--- src/rtl/pyramid_row_tracker_if.sv ---
// pyramid_row_tracker_if: upstream count stream plus the record valid/ready channel.
interface pyramid_row_tracker_if #(
    parameter int CW   = 4,
    parameter int IDXW = 4
);
    logic [CW-1:0]   in_count;
    logic            in_row_end;
    logic            in_pyr_end;
    logic            out_valid;
    logic            out_ready;
    logic [IDXW-1:0] out_row_idx;
    logic [CW:0]     out_row_len;
    logic            out_last;
    modport master (
        output in_count, in_row_end, in_pyr_end, out_ready,
        input  out_valid, out_row_idx, out_row_len, out_last
    );
    modport slave (
        input  in_count, in_row_end, in_pyr_end, out_ready,
        output out_valid, out_row_idx, out_row_len, out_last
    );
endinterface

--- src/rtl/pyramid_row_tracker.sv ---
// pyramid_row_tracker: turns rows into FIFO-buffered records; define PYR_TRACK_CHECK_EN to build the sequence checker.
module pyramid_row_tracker #(
    parameter int CW    = 4,
    parameter int IDXW  = 4,
    parameter int DEPTH = 4
) (
    input  logic                 clk,
    input  logic                 reset,
    pyramid_row_tracker_if.slave bus,
    output logic                 overflow_o,
    output logic                 seq_err_o
);
    localparam int AW = $clog2(DEPTH);
    localparam int RW = IDXW + CW + 2;
    typedef enum logic {SYNC, RUN} state_t;
    state_t          state_q;
    logic [CW-1:0]   prev_q;
    logic            pyr_end_q;
    logic [IDXW-1:0] row_idx_q, row_idx_d;
    logic [AW:0]     wr_q, rd_q, wr_d, rd_d, cnt_d;
    logic [RW-1:0]   mem_q [DEPTH];
    logic [RW-1:0]   head_q, head_d, rec;
    logic            valid_q, ovf_q, ovf_d;
    logic            run, pyr_rise, push, pop, full, push_ok;
    always_comb begin
        run       = state_q == RUN;
        pyr_rise  = bus.in_pyr_end & ~pyr_end_q;
        push      = run & bus.in_row_end;
        pop       = valid_q & bus.out_ready;
        full      = (wr_q - rd_q) == (AW+1)'(DEPTH);
        push_ok   = push & (~full | pop);
        rec       = {row_idx_q, {1'b0, prev_q} + (CW+1)'(1), pyr_rise};
        wr_d      = wr_q + (AW+1)'(push_ok);
        rd_d      = rd_q + (AW+1)'(pop);
        cnt_d     = wr_d - rd_d;
        // the new record becomes head only when it lands in the slot the read pointer moves to
        head_d    = cnt_d == '0 ? head_q
                  : (push_ok && wr_q[AW-1:0] == rd_d[AW-1:0]) ? rec
                  : mem_q[rd_d[AW-1:0]];
        row_idx_d = !push ? row_idx_q : pyr_rise ? '0 : row_idx_q + IDXW'(1);
        ovf_d     = ovf_q | (push & full & ~pop);
    end
    always_ff @(posedge clk or posedge reset) begin
        if (reset) begin
            state_q   <= SYNC;
            prev_q    <= '0;
            pyr_end_q <= 1'b0;
            row_idx_q <= '0;
            wr_q      <= '0;
            rd_q      <= '0;
            head_q    <= '0;
            valid_q   <= 1'b0;
            ovf_q     <= 1'b0;
        end else begin
            state_q   <= RUN;
            prev_q    <= bus.in_count;
            pyr_end_q <= bus.in_pyr_end;
            row_idx_q <= row_idx_d;
            wr_q      <= wr_d;
            rd_q      <= rd_d;
            head_q    <= head_d;
            valid_q   <= cnt_d != '0;
            ovf_q     <= ovf_d;
        end
    end
    always_ff @(posedge clk) begin
        if (push_ok) mem_q[wr_q[AW-1:0]] <= rec;
    end
`ifdef PYR_TRACK_CHECK_EN
    logic err_q, err_d;
    always_comb begin
        err_d = err_q | (run & (bus.in_row_end ? bus.in_count != '0
                                               : bus.in_count != prev_q + CW'(1)));
    end
    always_ff @(posedge clk or posedge reset) begin
        if (reset) err_q <= 1'b0;
        else err_q <= err_d;
    end
    assign seq_err_o = err_q;
`else
    assign seq_err_o = 1'b0;
`endif
    assign bus.out_valid = valid_q;
    assign {bus.out_row_idx, bus.out_row_len, bus.out_last} = head_q;
    assign overflow_o = ovf_q;
endmodule

--- src/flat_wrapper.sv ---
// flat-port wrapper written by rule: the top's interface ports become plain ports
module pyramid_row_tracker_flat 
#(
    parameter int CW    = 4,
    parameter int IDXW  = 4,
    parameter int DEPTH = 4
)
  (clk, reset, overflow_o, seq_err_o, bus_in_count, bus_in_row_end, bus_in_pyr_end, bus_out_ready, bus_out_valid, bus_out_row_idx, bus_out_row_len, bus_out_last);
  pyramid_row_tracker_if #(.CW(CW), .IDXW(IDXW)) bus_i ();
  input  logic clk;
  input  logic reset;
  output logic overflow_o;
  output logic seq_err_o;
  input wire logic [$bits(bus_i.in_count)-1:0] bus_in_count;
  input wire logic [$bits(bus_i.in_row_end)-1:0] bus_in_row_end;
  input wire logic [$bits(bus_i.in_pyr_end)-1:0] bus_in_pyr_end;
  input wire logic [$bits(bus_i.out_ready)-1:0] bus_out_ready;
  output wire logic [$bits(bus_i.out_valid)-1:0] bus_out_valid;
  output wire logic [$bits(bus_i.out_row_idx)-1:0] bus_out_row_idx;
  output wire logic [$bits(bus_i.out_row_len)-1:0] bus_out_row_len;
  output wire logic [$bits(bus_i.out_last)-1:0] bus_out_last;
  assign bus_i.in_count = bus_in_count;
  assign bus_i.in_row_end = bus_in_row_end;
  assign bus_i.in_pyr_end = bus_in_pyr_end;
  assign bus_i.out_ready = bus_out_ready;
  assign bus_out_valid = bus_i.out_valid;
  assign bus_out_row_idx = bus_i.out_row_idx;
  assign bus_out_row_len = bus_i.out_row_len;
  assign bus_out_last = bus_i.out_last;
  pyramid_row_tracker #(.CW(CW), .IDXW(IDXW), .DEPTH(DEPTH)) u_core (.clk(clk), .reset(reset), .bus(bus_i), .overflow_o(overflow_o), .seq_err_o(seq_err_o));
endmodule
--- config.mk ---
export PLATFORM = sky130hd
export DESIGN_NAME = pyramid_row_tracker_flat
export DESIGN_NICKNAME = d
export VERILOG_FILES = /design/src/rtl/pyramid_row_tracker_if.sv /design/src/rtl/pyramid_row_tracker.sv /design/src/flat_wrapper.sv
export SDC_FILE = /design/constraint.sdc
export NUM_CORES = 1
export LEC_CHECK = 0
export BUFFER_PORTS_ARGS = -buffer_cell sky130_fd_sc_hd__buf_4
export CORE_UTILIZATION = 41
export CTS_CLUSTER_DIAMETER = 120
export DETAILED_ROUTE_END_ITERATION = 7
export PLACE_DENSITY_LB_ADDON = 0.25
export SLEW_MARGIN = 20
export SYNTH_ARGS = -nofsm -noshare
export SYNTH_HDL_FRONTEND = slang
export SYNTH_SLANG_ARGS = --single-unit
--- constraint.sdc ---
create_clock -name clk -period 3.2 [get_ports clk]
set_input_delay 0.64 -clock clk [delete_from_list [all_inputs] [get_ports clk]]
set_output_delay 0.64 -clock clk [all_outputs]
set_load 0.05 [all_outputs]
; ---- After elaboration in Yosys (flattened, before gate mapping)
; Memories as Yosys holds them, arrays and structs flattened. A register that Yosys moved wholly into a read port is not among the register bits.
; Index checks and enable logic that the tools add are counted.
[word_totals]
register_bits = 18
ramBits = 40
romBits = 0
latchBits = 0
mem_count = 1
in_bits = 9
[mem_list]
columns = memory, depth, width, read_ports, rd_ports_with_merged_regs, wr, line_no
row1 = u_core.mem_q, 4, 10, 1, 1, 1, pyramid_row_tracker.sv:21  ; logic [RW-1:0] mem_q [DEPTH];
[op_classes]
shift = 0
n_mul = 0
n_mux = 3
order_cmp = 0
n_div = 0
eq_ne = 1
reduce_logical = 3
bitwise_logic = 11
addsub = 6
[ops]
columns = op, n
row1 = $add 3x1->3, 2
row2 = $and 1x1->1, 6
row3 = $sub 3x3->3, 2
row4 = $add 4x1->5 const B, 1
row5 = $add 4x1->4 const B, 1
row6 = $mux 4, 1
row7 = $eq 3x3->1 const B, 1
row8 = $logic_not 3->1, 1
row9 = $not 1->1, 3
row10 = $reduce_bool 3->1, 1
row11 = $mux 1, 2
row12 = $or 1x1->1, 2
row13 = $logic_not 1->1, 1

; ---- Depth between registers and ports, before layout
; Gate-level depths: netlist of the first run.
[depth]
depth_word = 9
mapped_depth = 14
ltp_nobuf = 13

; ---- Worst setup path before layout of the first run
; No wires, ideal clock.
[synth_path]
path_type = flip-flop to flip-flop
start = register u_core.valid_q (netlist: u_core.bus.out_valid)
end = register u_core.head_q[0], read port of u_core.mem_q
path_buffers = 2
arrival_time_ns = 2.715
setup_time_ns = 0.126
path_stages_with_launch = 12
t_required_ns = 3.074
slack_ns = 0.360
cell_sequence = dfrtp_1 -> and2_1 -> ha_1 -> ha_1 -> buf_1 -> inv_1 -> ha_1 -> nor2b_1 -> xnor3_1 -> nand3_2 -> buf_2 -> a21oi_1
[synth_between]
elab_cells_between_ends = 8
cone_classes = 3 x add/sub / 3 x bitwise / 2 x reduce/logical
[synth_rtl]
columns = item, line_no
row1 = start: declaration, pyramid_row_tracker.sv:23  ; logic valid_q, ovf_q, ovf_d;
row2 = start signal: assignment, pyramid_row_tracker.sv:52  ; valid_q <= 1'b0;
row3 = start signal: assignment, pyramid_row_tracker.sv:62  ; valid_q <= cnt_d != '0;
row4 = $and 1x1->1 (*), pyramid_row_tracker.sv:29  ; pop = valid_q & bus.out_ready;
row5 = $add 3x1->3 (*), pyramid_row_tracker.sv:34  ; rd_d = rd_q + (AW+1)'(pop);
row6 = via u_core.rd_d[1], pyramid_row_tracker.sv:20  ; logic [AW:0] wr_q, rd_q, wr_d, rd_d, cnt_d;
row7 = $sub 3x3->3, pyramid_row_tracker.sv:35  ; cnt_d = wr_d - rd_d;
row8 = $logic_not 3->1, pyramid_row_tracker.sv:37  ; head_d = cnt_d == '0 ? head_q
row9 = $logic_not 1->1 (no line), -
row10 = end: declaration, pyramid_row_tracker.sv:22  ; logic [RW-1:0] head_q, head_d, rec;
; Mark *: on every way through the listed nets, which the timed path passes. The rest lies on a longest branch.
; A chain may end at the register's enable or synchronous reset.

; ---- Final worst setup path of the first run
[layout_path]
start = register u_core.wr_q[0]
end = register u_core.head_q[3], read port of u_core.mem_q
[layout_between]
elab_chain_len = 9
[layout_rtl]
columns = item, line_no
row1 = start: declaration, pyramid_row_tracker.sv:20
row2 = start signal: assignment, pyramid_row_tracker.sv:59  ; wr_q <= wr_d;
row3 = $sub 3x3->3, pyramid_row_tracker.sv:30  ; full = (wr_q - rd_q) == (AW+1)'(DEPTH);
row4 = $eq 3x3->1, pyramid_row_tracker.sv:30
row5 = $not 1->1, pyramid_row_tracker.sv:31  ; push_ok = push & (~full | pop);
row6 = $or 1x1->1, pyramid_row_tracker.sv:31
row7 = $and 1x1->1, pyramid_row_tracker.sv:31
row8 = $add 3x1->3 (*), pyramid_row_tracker.sv:33  ; wr_d = wr_q + (AW+1)'(push_ok);
row9 = via u_core.wr_d[1], pyramid_row_tracker.sv:20
row10 = $sub 3x3->3 (*), pyramid_row_tracker.sv:35
row11 = $logic_not 3->1 (*), pyramid_row_tracker.sv:37
row12 = $logic_not 1->1 (no line) (*), -
; Marks and branches as above.

==> impl_metrics.toml, run 1 <==
[power]
vdd_ir_drop_max_uv = 591
leakage_nw = 1.36
totalPowerFinal_mw = 3.74
powerDensity_nw_per_um2 = 1140

[setup_path]
start_kind = "register"
r2r_slack_ps = 260
cp-end-kind = "register"
ff2ff_path_depth = 13
criticalPathCategory = "register to register"
worstSetupStartpoint = "u_core.wr_q[0]$_DFF_PP0_"
worstSetupEndpoint = "u_core.head_q[3]$_DFFE_PP0P_"
timing.rr.start = "u_core.wr_q[0]$_DFF_PP0_"
arrival_ps = 3190
cp_data_required_time_ps = 3450
r2r-end = "u_core.head_q[3]$_DFFE_PP0P_"
path_max_fanout = 11

[place]
hpwl_um = 3430
gp_congestion = 0.746
io_buffers = 20
place_ws_ps = 71.8
dp.cells = 269

[yosys]
netlist_instances = 172
synth_top_area_share = 0.430
synth_edf_count = 40
synth_cell_type_count = 30
netlist_top_cells_count = "40 x edfxtp_1, 28 x dfrtp_1, 14 x nor2_1"
synth_ff_type = "edfxtp_1"
ys_ff_latch = 68
synthTopCellsByArea = "edfxtp_1 43%, dfrtp_1 25%, mux4_2 8.1%"
syn-cell-area_um2 = 2790
seq_area_frac_synth = 0.681
syn-mean-instance-area_um2 = 16.2
synth_warnings = 0
synth_top_area_cell = "edfxtp_1"
synthArstFlopShare = 0.412
synth_most_common_cell = "edfxtp_1"
synth_fp_nets = 191

[floorplanning]
start_util = 0.432
die_w_um = 84.5
core-area_um2 = 6460
die-area_um2 = 7150
io_pins = 22
die_h_um = 84.5
row_count = 29

[timing]
finalHoldViolations = 0
max_freq_ghz = 0.340
maxSlewHeadroom = 0.565
rsz0062_at_grt = "false"
finClkSkew_ps = 8.80
fin_ws_ps = 262
timing.final.crit_share = 0.918
final.setup.tns_ps = 0
setup_viol = 0
tightest_slew_ps = 653
slew_violations = 0
period_needed_ps = 2940

[route]
viasPerCell = 5.37
routedWlPerCell_um = 18.8
dr_total_vias = 1537
ant_nets = 0
dr.pass1.iters = 6
initialDrtViolationCount = 75
drt-total-wl_um = 5380
drc = 4

[run_status]
status = "finished with violations"
violations = "DRC"

[final_layout]
num_antenna_cells = 0
drive_above_1_share = 0.282
fin_nets = 223
syn2layout_area_growth_pct = 17.6
fin_cells = 286

[clock_tree]
ctsHoldBuffers = 0
numCtsBuffers = 9
htree_levels = 3
cts_setup_buffers = 0
cts-root-buf = "clkbuf_8"
cts.path.max_buffers = 2
clk_pin_slew_worst_paths_ps = 80
insertion_delay_ps = 340
numClockSinks = 68
cts_tree = "yes"

[global_routing]
grt.overflow.total = 0
grt_use_total = 0.163
antenna_found_initial = 0
grt_pass1_vias = 1609
grt_max_degree = 29
grt_pass1_wl_um = 8290

[worst_hold_path]
min_path_type = "input port to asynchronous set/reset pin"

[flow_run]
cap_violations = 0
## sequential cells by signal, summed over array words and instances, names as in the netlist
register              flops
u_core.run                1
u_core.mem_q             40
u_core.wr_q               3
u_core.overflow_o         1
u_core.row_idx_q          4
u_core.rd_q               3
u_core.prev_q             4
u_core.head_q            10
u_core.pyr_end_q          1
u_core.bus.out_valid      1
## routing by layer
layer	routed length [um]	global-route usage
met1	2430	0.201
met2	2670	0.273
met3	262	0.0619
met4	16	0.0370
met5	0	0
## layout by cell type, fill, tap and decap left out, types with 3 or more instances in the layout
master,instances
clkbuf_8,9
buf_4,26
nor2_1,14
mux2i_1,10
a21oi_1,11
xnor2_1,4
and3_1,3
nand2_1,6
edfxtp_1,40
mux4_2,10
nor2b_1,3
dfrtp_1,28
o21ai_0,3
ha_1,10
inv_1,6
## what timing repair did
item	in CTS	in global routing
endpoints found under the setup margin	1	10
pin swaps	0	2
gates resized for setup	1	3
gates cloned	0	1
## power by group
| part | total (mW) | leakage [nW] | switching, mW | internal (mW) |
|---|---|---|---|---|
| clock | 0.760 | 0.107 | 0.324 | 0.436 |
| combinational | 1.67 | 0.569 | 0.987 | 0.683 |
| sequential | 1.31 | 0.687 | 0.146 | 1.16 |
| total | 3.74 | 1.36 | 1.46 | 2.28 |
## final cells by class
cell class	instances	area [um^2]
Clock buffer	9	124
Clock inverter	7	90.1
Fill cell	549	3170
Inverter	6	22.5
Multi-Input combinational cell	93	855
Sequential cell	68	1900
Tap cell	77	96.3
Timing Repair Buffer	26	195
## cell families after synthesis
family,Yosys count,synth area share
multiplexers,21,0.121
AO/OA/AOI/OAI,18,0.0372
flip-flops,68,0.681
adder cells (fa/ha/maj),10,0.0448
XOR/XNOR,9,0.0358
AND/OR/NAND/NOR,32,0.0542
buffers and inverters,12,0.0237
other,2,0.00269
## how the worst min path moves through the flow
stage                                             end  slack [ps]  cells past startpoint                         from
after floorplan              u_core.wr_q[2]$_DFF_PP0_         490                      1     u_core.wr_q[2]$_DFF_PP0_
after CTS                    u_core.wr_q[2]$_DFF_PP0_         380                      3                        reset
final                        u_core.wr_q[2]$_DFF_PP0_         380                      3                        reset
after global routing       u_core.prev_q[3]$_DFF_PP0_         380                      1              bus_in_count[3]
after detailed placement  u_core.overflow_o$_DFF_PP0_         460                      1  u_core.overflow_o$_DFF_PP0_
after global placement    u_core.overflow_o$_DFF_PP0_         480                      1  u_core.overflow_o$_DFF_PP0_
## critical path, stage by stage (launching register included)
cell and delay, ps:
dfrtp_1 440, inv_1 100, ha_1 170, nor2b_1 150, xnor2_2 210, a21oi_2 120
ha_1 200, ha_1 300, ha_1 200, nor2b_1 110, xnor3_2 480, nand3_4 160
nor2_1 80, a21oi_1 150
## stage by stage
stage	util	hold WS, ps	area (um^2)
5_1_grt	0.509	378	3280
4_1_cts	0.505	382	3260
6_report	0.509	376	3280
2_1_floorplan	-	486	2790
3_5_place_dp	0.471	463	3040
3_3_place_gp	0.471	480	3040
No activity file was read; power rests on OpenSTA's default activity.
==> inputs of run 2 (changes only) <==
--- a/config.mk
+++ b/config.mk
@@ -5,7 +5,7 @@
 export SDC_FILE = /design/constraint.sdc
 export NUM_CORES = 1
 export LEC_CHECK = 0
-export BUFFER_PORTS_ARGS = -buffer_cell sky130_fd_sc_hd__buf_4
+export BUFFER_PORTS_ARGS = -buffer_cell sky130_fd_sc_hd__buf_2
 export CORE_UTILIZATION = 41
 export CTS_CLUSTER_DIAMETER = 120
 export DETAILED_ROUTE_END_ITERATION = 7
@@ -14,3 +14,4 @@
 export SYNTH_ARGS = -nofsm -noshare
 export SYNTH_HDL_FRONTEND = slang
 export SYNTH_SLANG_ARGS = --single-unit
+export TNS_END_PERCENT = 50
==> run 2 against run 1 <==
The flow still finishes with violations (DRC). Sequential power hardly changed. Hold slack worse by 10 ps. Total power is 4.1% lower. Worst setup slack worse by 69 ps. Cell area is 1.8% lower. Non-clock buffer count stayed put. Clock-buffer cell count is 3 higher. Fmax is 2.3% lower. Global-route usage is 0.75 points lower. Utilization is 0.89 points lower. Critical endpoint unchanged. Largest power group unchanged. Die area stayed put. Critical path depth stayed put.
==> impl_metrics.toml, run 2 (synthesized netlist as in run 1, its figures left out) <==
[run_status]
status = "finished with violations"
violations = "DRC"

[power]
seqPwrFrac = 0.362
p_comb_frac = 0.428
vdd_ir_drop_max_uv = 552
switchingPower_mw = 1.34
p_int_mw = 2.24
switching_share = 0.375
clkPwrFrac = 0.210
leakage_nw = 1.34
powerDensity_nw_per_um2 = 1110

[final_layout]
layout_commonest_cell = "edfxtp_1"
fin_cells = 285
fin_nets = 222
fin_util = 0.500
drive_above_1_share = 0.269
num_antenna_cells = 0
fillCellCount = 548
final_cell_mix = "40 x edfxtp_1, 28 x dfrtp_1, 20 x buf_2"
syn2layout_area_growth_pct = 15.5
largest_reg_flops = 40
design_area_um2 = 3230

[setup_path]
criticalPathCategory = "register to register"
path_max_fanout = 21
cp-end-kind = "register"
worstSetupStartpoint = "u_core.wr_q[0]$_DFF_PP0_"
arrival_ps = 3250
start_kind = "register"
r2r_slack_ps = 190
worstSetupEndpoint = "u_core.head_q[3]$_DFFE_PP0P_"
cp_data_required_time_ps = 3440
ff2ff_path_depth = 13
timing.rr.start = "u_core.wr_q[0]$_DFF_PP0_"
r2r-end = "u_core.head_q[3]$_DFFE_PP0P_"

[timing]
finClkSkew_ps = 6.42
finalHoldViolations = 0
period_needed_ps = 3010
fin_ws_ps = 193
maxSlewHeadroom = 0.599
setup_viol = 0
tightest_slew_ps = 601
slew_violations = 0
max_freq_ghz = 0.333
timing.final.crit_share = 0.940

[route]
routedWlPerCell_um = 16.9
initialDrtViolationCount = 82
dr_total_vias = 1484
viasPerCell = 5.21
dr.pass1.iters = 8
drt-total-wl_um = 4820
ant_nets = 0
drc = 4

[global_routing]
grt_use_total = 0.155
antenna_found_initial = 0
grt_pass1_wl_um = 7960
grt_pass1_vias = 1534
grt.overflow.total = 0
grt_max_degree = 29

[clock_tree]
cts.path.max_buffers = 2
numClockSinks = 68
cts_tree = "yes"
cts-root-buf = "clkbuf_8"
clk_pin_slew_worst_paths_ps = 70
ctsHoldBuffers = 0
insertion_delay_ps = 330
numCtsBuffers = 9
htree_levels = 3

[floorplanning]
core-area_um2 = 6460
start_util = 0.432
die_w_um = 84.5
row_count = 29
die_h_um = 84.5
die-area_um2 = 7150
io_pins = 22

[worst_hold_path]
min_path_type = "input port to asynchronous set/reset pin"

[place]
place_area_um2 = 2990
hpwl_um = 3280
dp.cells = 269
place_ws_ps = 114
io_buffers = 20
gp_congestion = 0.756

[flow_run]
cap_violations = 0
run 2: power by group through the flow:
stage               Clock, mW  Combinational (mW)  Sequential (mW)
finish                  0.753                1.54             1.30
global placement            0                1.44             1.31
detailed placement          0                1.48             1.32
CTS                     0.772                1.49             1.30
floorplan                   0               0.963             1.54
global route            0.812                1.69             1.32
run 2: repair_timing:
action	CTS	global route
gates resized for setup	0	3
setup endpoints to repair	0	11
buffers inserted	0	0
run 2: worst min-delay path by stage:
stage	to	slack, ps	cells after the start
after detailed placement	u_core.overflow_o$_DFF_PP0_	470	1
after CTS	u_core.prev_q[0]$_DFF_PP0_	370	3
after floorplan	u_core.wr_q[2]$_DFF_PP0_	490	1
after global placement	u_core.overflow_o$_DFF_PP0_	470	1
final	u_core.row_idx_q[3]$_DFFE_PP0P_	370	3
after global routing	u_core.prev_q[1]$_DFF_PP0_	390	3
run 2: metal layers:
layer	up-vias	part of all wire	global-route usage
met5	-	0	0
met4	0	0.012	0.0616
met3	8	0.038	0.0541
met2	23	0.51	0.244
met1	759	0.44	0.199
li1	694	-	-
run 2: per-stage QoR:
| step | total power [mW] | hold WS (ps) | setup TNS [ps] |
|---|---|---|---|
| floorplan | 2.50 | 486 | 0 |
| global placement | 2.75 | 475 | 0 |
| detailed placement | 2.80 | 468 | 0 |
| CTS | 3.57 | 373 | 0 |
| global route | 3.82 | 386 | -94.0 |
| finish | 3.59 | 366 | 0 |
run 2: layout make-up:
cell class	instances	area [um^2]	area share
Clock inverter	4	72.6	0.0225
Sequential cell	68	1900	0.589
Clock buffer	12	145	0.0450
Inverter	6	22.5	0.00698
Timing Repair Buffer	26	145	0.0450
Multi-Input combinational cell	92	843	0.261
Tap cell	77	96.3	0.0299
run 2: critical path, stage by stage, from the launching register on:
cell and delay (ps):
dfrtp_1 440, inv_1 90, ha_1 280, nand2_1 50, nor2_1 200, a21oi_2 130, ha_1 200, ha_1 300
ha_1 210, nor2b_1 130, xnor3_1 450, nand3_4 230, nor2_1 80, a21oi_1 150
